### config.mk
export PLATFORM = sky130hd
export DESIGN_NAME = magic_nor_sequencer
export DESIGN_NICKNAME = d
export VERILOG_FILES = /design/src/rtl/magic_pkg.sv /design/src/rtl/magic_cmd_reg.sv /design/src/rtl/magic_nor_sequencer.sv
export SDC_FILE = /design/constraint.sdc
export NUM_CORES = 1
export LEC_CHECK = 0
export CAP_MARGIN = 5
export CELL_PAD_IN_SITES_DETAIL_PLACEMENT = 1
export CELL_PAD_IN_SITES_GLOBAL_PLACEMENT = 2
export CORE_MARGIN = 2
export CORE_UTILIZATION = 25
export DETAILED_ROUTE_END_ITERATION = 8
export PLACE_DENSITY = 0.69
export RECOVER_POWER = 25
export SYNTH_ARGS = -nofsm -noshare
export SYNTH_HDL_FRONTEND = slang
export SYNTH_SLANG_ARGS = --single-unit
### constraint.sdc
create_clock -name clk -period 8.1 [get_ports clk]
set_input_delay 1.62 -clock clk [delete_from_list [all_inputs] [get_ports clk]]
set_output_delay 1.62 -clock clk [all_outputs]
set_load 0.005 [all_outputs]
### src/rtl/magic_pkg.sv
// Shared types for the MAGIC NOR sequencer: gate ops, crossbar commands,
// the packed gate instruction and the FSM state encoding.
package magic_pkg;
  localparam int XB_ADDR_W = 8;

  typedef enum logic [1:0] {
    OP_NOR2 = 2'b00,
    OP_INV1 = 2'b01,
    OP_END  = 2'b10,
    OP_NOP  = 2'b11
  } gate_op_e;

  typedef enum logic [2:0] {
    XB_WR0  = 3'd0,
    XB_WR1  = 3'd1,
    XB_INIT = 3'd2,
    XB_NOR  = 3'd3,
    XB_READ = 3'd4
  } xb_op_e;

  typedef struct packed {
    gate_op_e               op;
    logic [XB_ADDR_W-1:0]   a;
    logic [XB_ADDR_W-1:0]   b;
    logic [XB_ADDR_W-1:0]   o;
  } instr_t;

  typedef struct packed {
    xb_op_e                 op;
    logic [XB_ADDR_W-1:0]   a;
    logic [XB_ADDR_W-1:0]   b;
    logic [XB_ADDR_W-1:0]   o;
  } xb_cmd_t;

  typedef enum logic [3:0] {
    S_IDLE, S_LOAD, S_FETCH, S_DECODE, S_INIT, S_EVAL, S_READ, S_WAIT_RD, S_FIN
  } state_e;

  function automatic xb_cmd_t mk_cmd(xb_op_e op, logic [XB_ADDR_W-1:0] a,
                                     logic [XB_ADDR_W-1:0] b, logic [XB_ADDR_W-1:0] o);
    mk_cmd = '{op: op, a: a, b: b, o: o};
  endfunction
endpackage

### src/rtl/magic_cmd_reg.sv
// Valid/ready holding register for crossbar commands; payload is frozen while
// valid is high and zeroed once accepted so unused columns read 0.
module magic_cmd_reg
  import magic_pkg::*;
(
  input  logic    clk,
  input  logic    rst,
  input  logic    load_i,
  input  xb_cmd_t cmd_i,
  input  logic    ready_i,
  output logic    valid_o,
  output xb_cmd_t cmd_o,
  output logic    accept_o
);
  logic    valid_q;
  xb_cmd_t cmd_q;

  // load_i is only raised when the register is empty or draining this cycle
  always_ff @(posedge clk or posedge rst) begin
    if (rst) begin
      valid_q <= 1'b0;
      cmd_q   <= '0;
    end else if (load_i) begin
      valid_q <= 1'b1;
      cmd_q   <= cmd_i;
    end else if (valid_q && ready_i) begin
      valid_q <= 1'b0;
      cmd_q   <= '0;
    end
  end

  assign valid_o  = valid_q;
  assign cmd_o    = cmd_q;
  assign accept_o = valid_q && ready_i;
endmodule

### src/rtl/magic_nor_sequencer.sv
// Walks a NOR/INV gate program: loads primary inputs, then INIT+NOR per gate,
// then reads OUT_COL. Commands go out through a single holding register.
module magic_nor_sequencer
  import magic_pkg::*;
#(
  parameter int ADDR_W  = XB_ADDR_W,
  parameter int PC_W    = 8,
  parameter int N_PI    = 10,
  parameter int OUT_COL = 255
) (
  input  logic                  clk,
  input  logic                  rst,
  input  logic                  start,
  input  logic [N_PI-1:0]       pi_data,
  output logic [PC_W-1:0]       imem_addr,
  input  logic [2+3*ADDR_W-1:0] imem_data,
  output logic                  xb_cmd_valid,
  input  logic                  xb_cmd_ready,
  output logic [2:0]            xb_cmd_op,
  output logic [ADDR_W-1:0]     xb_col_a,
  output logic [ADDR_W-1:0]     xb_col_b,
  output logic [ADDR_W-1:0]     xb_col_o,
  input  logic                  xb_rd_valid,
  input  logic                  xb_rd_data,
  output logic                  busy,
  output logic                  done,
  output logic                  result,
  output logic                  err,
  output logic [PC_W-1:0]       gate_count
);
  localparam int              IW     = (N_PI > 1) ? $clog2(N_PI) : 1;
  localparam logic [PC_W-1:0] PC_MAX = '1;
  localparam logic [IW-1:0]   IDX_LAST = IW'(N_PI - 1);

  state_e              state_q, state_d;
  logic [PC_W-1:0]     pc_q, pc_d, gcnt_q, gcnt_d;
  logic [IW-1:0]       idx_q, idx_d, idx_nxt;
  logic [N_PI-1:0]     pi_q, pi_d;
  logic [ADDR_W-1:0]   ga_q, ga_d, gb_q, gb_d, go_q, go_d;
  logic                result_q, result_d, err_q, err_d;
  logic                busy_q, busy_d, done_q, done_d;

  instr_t              ins;
  logic [ADDR_W-1:0]   b_eff;
  logic                cmd_load, accept;
  xb_cmd_t             cmd_d, cmd_q;

  assign ins     = instr_t'(imem_data);
  assign b_eff   = (ins.op == OP_INV1) ? ins.a : ins.b;
  assign idx_nxt = idx_q + 1'b1;

  always_comb begin
    state_d  = state_q;
    pc_d     = pc_q;
    gcnt_d   = gcnt_q;
    idx_d    = idx_q;
    pi_d     = pi_q;
    ga_d     = ga_q;
    gb_d     = gb_q;
    go_d     = go_q;
    result_d = result_q;
    err_d    = err_q;
    busy_d   = busy_q;
    done_d   = 1'b0;
    cmd_load = 1'b0;
    cmd_d    = '0;
    unique case (state_q)
      S_IDLE: if (start) begin
        pi_d     = pi_data;
        err_d    = 1'b0;
        gcnt_d   = '0;
        pc_d     = '0;
        idx_d    = '0;
        busy_d   = 1'b1;
        cmd_load = 1'b1;
        cmd_d    = mk_cmd(pi_data[0] ? XB_WR1 : XB_WR0, '0, '0, '0);
        state_d  = S_LOAD;
      end
      S_LOAD: if (accept) begin
        if (idx_q == IDX_LAST) state_d = S_FETCH;
        else begin
          idx_d    = idx_nxt;
          cmd_load = 1'b1;
          cmd_d    = mk_cmd(pi_q[idx_nxt] ? XB_WR1 : XB_WR0, ADDR_W'(idx_nxt), '0, '0);
        end
      end
      S_FETCH: state_d = S_DECODE;
      S_DECODE: begin
        if (ins.op == OP_END) begin
          cmd_load = 1'b1;
          cmd_d    = mk_cmd(XB_READ, ADDR_W'(OUT_COL), '0, '0);
          state_d  = S_READ;
        end else if (pc_q == PC_MAX || ins.a == ins.o || b_eff == ins.o) begin
          // no further program space, or a gate that would clobber its own input
          err_d   = 1'b1;
          busy_d  = 1'b0;
          done_d  = 1'b1;
          state_d = S_FIN;
        end else if (ins.op == OP_NOP) begin
          pc_d    = pc_q + 1'b1;
          state_d = S_FETCH;
        end else begin
          ga_d     = ins.a;
          gb_d     = b_eff;
          go_d     = ins.o;
          cmd_load = 1'b1;
          cmd_d    = mk_cmd(XB_INIT, '0, '0, ins.o);
          state_d  = S_INIT;
        end
      end
      S_INIT: if (accept) begin
        cmd_load = 1'b1;
        cmd_d    = mk_cmd(XB_NOR, ga_q, gb_q, go_q);
        state_d  = S_EVAL;
      end
      S_EVAL: if (accept) begin
        pc_d    = pc_q + 1'b1;
        gcnt_d  = gcnt_q + 1'b1;
        state_d = S_FETCH;
      end
      S_READ: if (accept) state_d = S_WAIT_RD;
      S_WAIT_RD: if (xb_rd_valid) begin
        result_d = xb_rd_data;
        busy_d   = 1'b0;
        done_d   = 1'b1;
        state_d  = S_FIN;
      end
      S_FIN:   state_d = S_IDLE;
      default: state_d = S_IDLE;
    endcase
  end

  always_ff @(posedge clk or posedge rst) begin
    if (rst) begin
      state_q  <= S_IDLE;
      pc_q     <= '0;
      gcnt_q   <= '0;
      idx_q    <= '0;
      pi_q     <= '0;
      ga_q     <= '0;
      gb_q     <= '0;
      go_q     <= '0;
      result_q <= 1'b0;
      err_q    <= 1'b0;
      busy_q   <= 1'b0;
      done_q   <= 1'b0;
    end else begin
      state_q  <= state_d;
      pc_q     <= pc_d;
      gcnt_q   <= gcnt_d;
      idx_q    <= idx_d;
      pi_q     <= pi_d;
      ga_q     <= ga_d;
      gb_q     <= gb_d;
      go_q     <= go_d;
      result_q <= result_d;
      err_q    <= err_d;
      busy_q   <= busy_d;
      done_q   <= done_d;
    end
  end

  magic_cmd_reg u_cmd (
    .clk      (clk),
    .rst      (rst),
    .load_i   (cmd_load),
    .cmd_i    (cmd_d),
    .ready_i  (xb_cmd_ready),
    .valid_o  (xb_cmd_valid),
    .cmd_o    (cmd_q),
    .accept_o (accept)
  );

  assign xb_cmd_op  = cmd_q.op;
  assign xb_col_a   = cmd_q.a;
  assign xb_col_b   = cmd_q.b;
  assign xb_col_o   = cmd_q.o;
  assign imem_addr  = pc_q;
  assign busy       = busy_q;
  assign done       = done_q;
  assign result     = result_q;
  assign err        = err_q;
  assign gate_count = gcnt_q;
endmodule
==> flow_summary.yaml <==
outcome:
  status: "complete, but fails checks"
  failed_checks: "capacitance limit, slew limit"
logic_synthesis:
  synth_nets: 467
  yosysTopAreaCellShare: 0.523
  syn-cell-area_sq_um: 4310
  syn_avg_cell_area_sq_um: 10.2
  ys_types: 52
  yosysSeqAreaShare: 0.523
  synth_top_cell_by_area: "dfrtp_1"
  synth-seq-cells: 90
  synth_area_leaders: "dfrtp_1 52%, nand2_1 5.2%, a221o_1 3.3%"
  yosys_warnings: 0
  netlist_instances: 421
clock_tree:
  clockRootBuffer: "clkbuf_16"
  clk_latency_ns: 0.35
  htree_levels: 3
  cts_resized: 0
  cts_sinks: 90
  clk_transition_reported_paths_ns: 0.07
  cts_inserted_buffers: 9
  holdBufCountCts: 0
  postCtsSetupRepairBufs: 0
  cts_max_path_buffers: 2
  cts_tree: "done"
timing:
  worst_slack_ns: 2.86
  setup_tns_ns: 0
  rsz0062_at_grt: "false"
  worst_pin_slew_ns: 1.73
  maxSlewViolCount: 40
  max_slew_margin: -0.162
  setup_violations: 0
  fmax_ghz: 0.191
  period_minus_slack_ns: 5.24
  fin_crit_sh: 0.646
  fin_skew_ns: 0.00985
  hold_viol: 0
  hold_slack_ns: 0.478
route:
  vias_per_cell: 4.83
  post_drt_wl_per_cell_microns: 17.5
  dr.pass1.iters: 5
  route.detailed.drc: 0
  ant_nets: 0
  via_count: 3513
  drt-initial-drc-count: 182
  wirelength_microns: 12700
job:
  maxCapViolCount: 1
final_layout:
  final_cell_mix: "90 x dfrtp_1, 78 x clkdlybuf4s50_1, 60 x nand2_1"
  final_common_cell: "dfrtp_1"
  area_growth_pct: 32.5
  fill_cells: 1897
  drive_above_1_share: 0.0768
  final_core_util: 0.341
  fin_area_sq_um: 5700
  nets: 549
  instances_no_fill: 728
  antenna_cells: 0
critical_path:
  endpoint_kind: "flop"
  cp.required_ns: 8.38
  setup.worst_path.class: "input port to flop"
  start_kind: "input port"
  critPathArrivalTime_ns: 5.52
  crit_fanout: 44
global_route:
  grt_max_degree: 53
  grt_antenna_before_repair: 0
  grt_pass1_wl_microns: 20900
  overflow: 0
  grt_pass1_vias: 3877
  track_usage: 0.147
power_and_ir_drop:
  vdd_ir_drop_max_uv: 144
  p_leak_nw: 2.63
  p_per_area_nw_per_um2: 295
  total_power_mw: 1.68
die:
  initial_core_util: 0.258
  core_sq_um: 16700
  dieArea_sq_um: 18300
  die_w_microns: 135
  io_pins: 90
  die_h_microns: 135
  num_rows: 47
placement:
  gp_congestion: 0.842
  dp_slack_ns: 2.54
  hpwl_microns: 9370
  place.port_buffers: 89
  dp.cells: 712
  post_dp_cell_area_sq_um: 5400
min_path:
  hold_path.class: "flop to flop"
cell usage after synthesis (all sizes together):
cell type / number
or2: 3
nor3: 4
o211a: 1
o41ai: 1
or4: 2
nor2b: 3
xnor2: 3
or3: 8
o221ai: 2
dfrtp: 90
nor2: 30
nor4b: 1
a211o: 2
a211oi: 2
o22ai: 3
nor4bb: 4
buf: 9
a221oi: 1
o2111ai: 3
a21o: 16
a22o: 9
nand2: 60
a32oi: 1
a311o: 1
mux4: 2
o211ai: 1
nand2b: 1
mux2: 10
xor2: 15
nand3: 7
clkbuf: 12
o31ai: 2
o2bb2ai: 1
nor3b: 1
a31oi: 7
nand4: 6
o21ai: 27
a221o: 14
o21a: 1
inv: 18
ha: 4
a21oi: 18
mux2i: 6
and3: 7
nor4: 2
worst max-delay path, stage by stage:
cell	delay (ns)
clkdlybuf4s50_1	0.66
nand2b_1	0.58
o221ai_1	0.22
or3_1	0.38
a211o_1	0.38
nand3_2	0.63
and3_1	0.76
a221o_1	0.27
metal layers:
metal  track usage  wire [microns]
met2         0.242            6260
met5             0               0
met3        0.0266             357
met1         0.193            5850
met4        0.0532             243
path summary, 6_finish.rpt:
kind,depth (start not counted),startpoint,to,slack (ns)
min in group asynchronous,2,rst,u_cmd.cmd_o[14],2.15
worst min-delay path,2,pi_q[4],pi_q[4],0.48
max in group asynchronous,3,rst,pi_q[3],4.56
worst max-delay path,8,imem_data[25],u_cmd.cmd_o[2],2.86
worst max register to register,6,imem_addr[0],u_cmd.cmd_o[2],4.80
worst min register to register,2,pi_q[4],pi_q[4],0.48
logic make-up after synthesis:
family	after synthesis	share of synthesized area
compound gates	113	0.185
xor+xnor	18	0.0366
mux	18	0.0506
fa+ha+maj	4	0.0116
buf+inv	39	0.0398
simple gates	139	0.153
flops	90	0.523
final cells by class:
class	count	area [sq um]	area share
clock buffer	9	225	0.0395
clock inverter	7	80.1	0.0140
inverter	18	68.8	0.0121
timing repair buffer	92	913	0.160
tap	220	275	0.0483
multi-input combinational	292	1890	0.331
sequential	90	2250	0.395
where the power goes:
| group | switching (mW) | total (mW) | internal (mW) |
|---|---|---|---|
| logic | 0.265 | 0.536 | 0.271 |
| clock network | 0.190 | 0.434 | 0.244 |
| registers | 0.116 | 0.712 | 0.596 |
| total | 0.571 | 1.68 | 1.11 |
state kept, by name, indices dropped and copies added (netlist names):
name,count
result,1
done,1
state_q,4
pi_q,10
gb_q,8
go_q,8
err,1
ga_q,8
busy,1
u_cmd.cmd_o,27
idx_q,4
u_cmd.valid_o,1
imem_addr,8
gate_count,8
(Power assumes the default switching activity.)
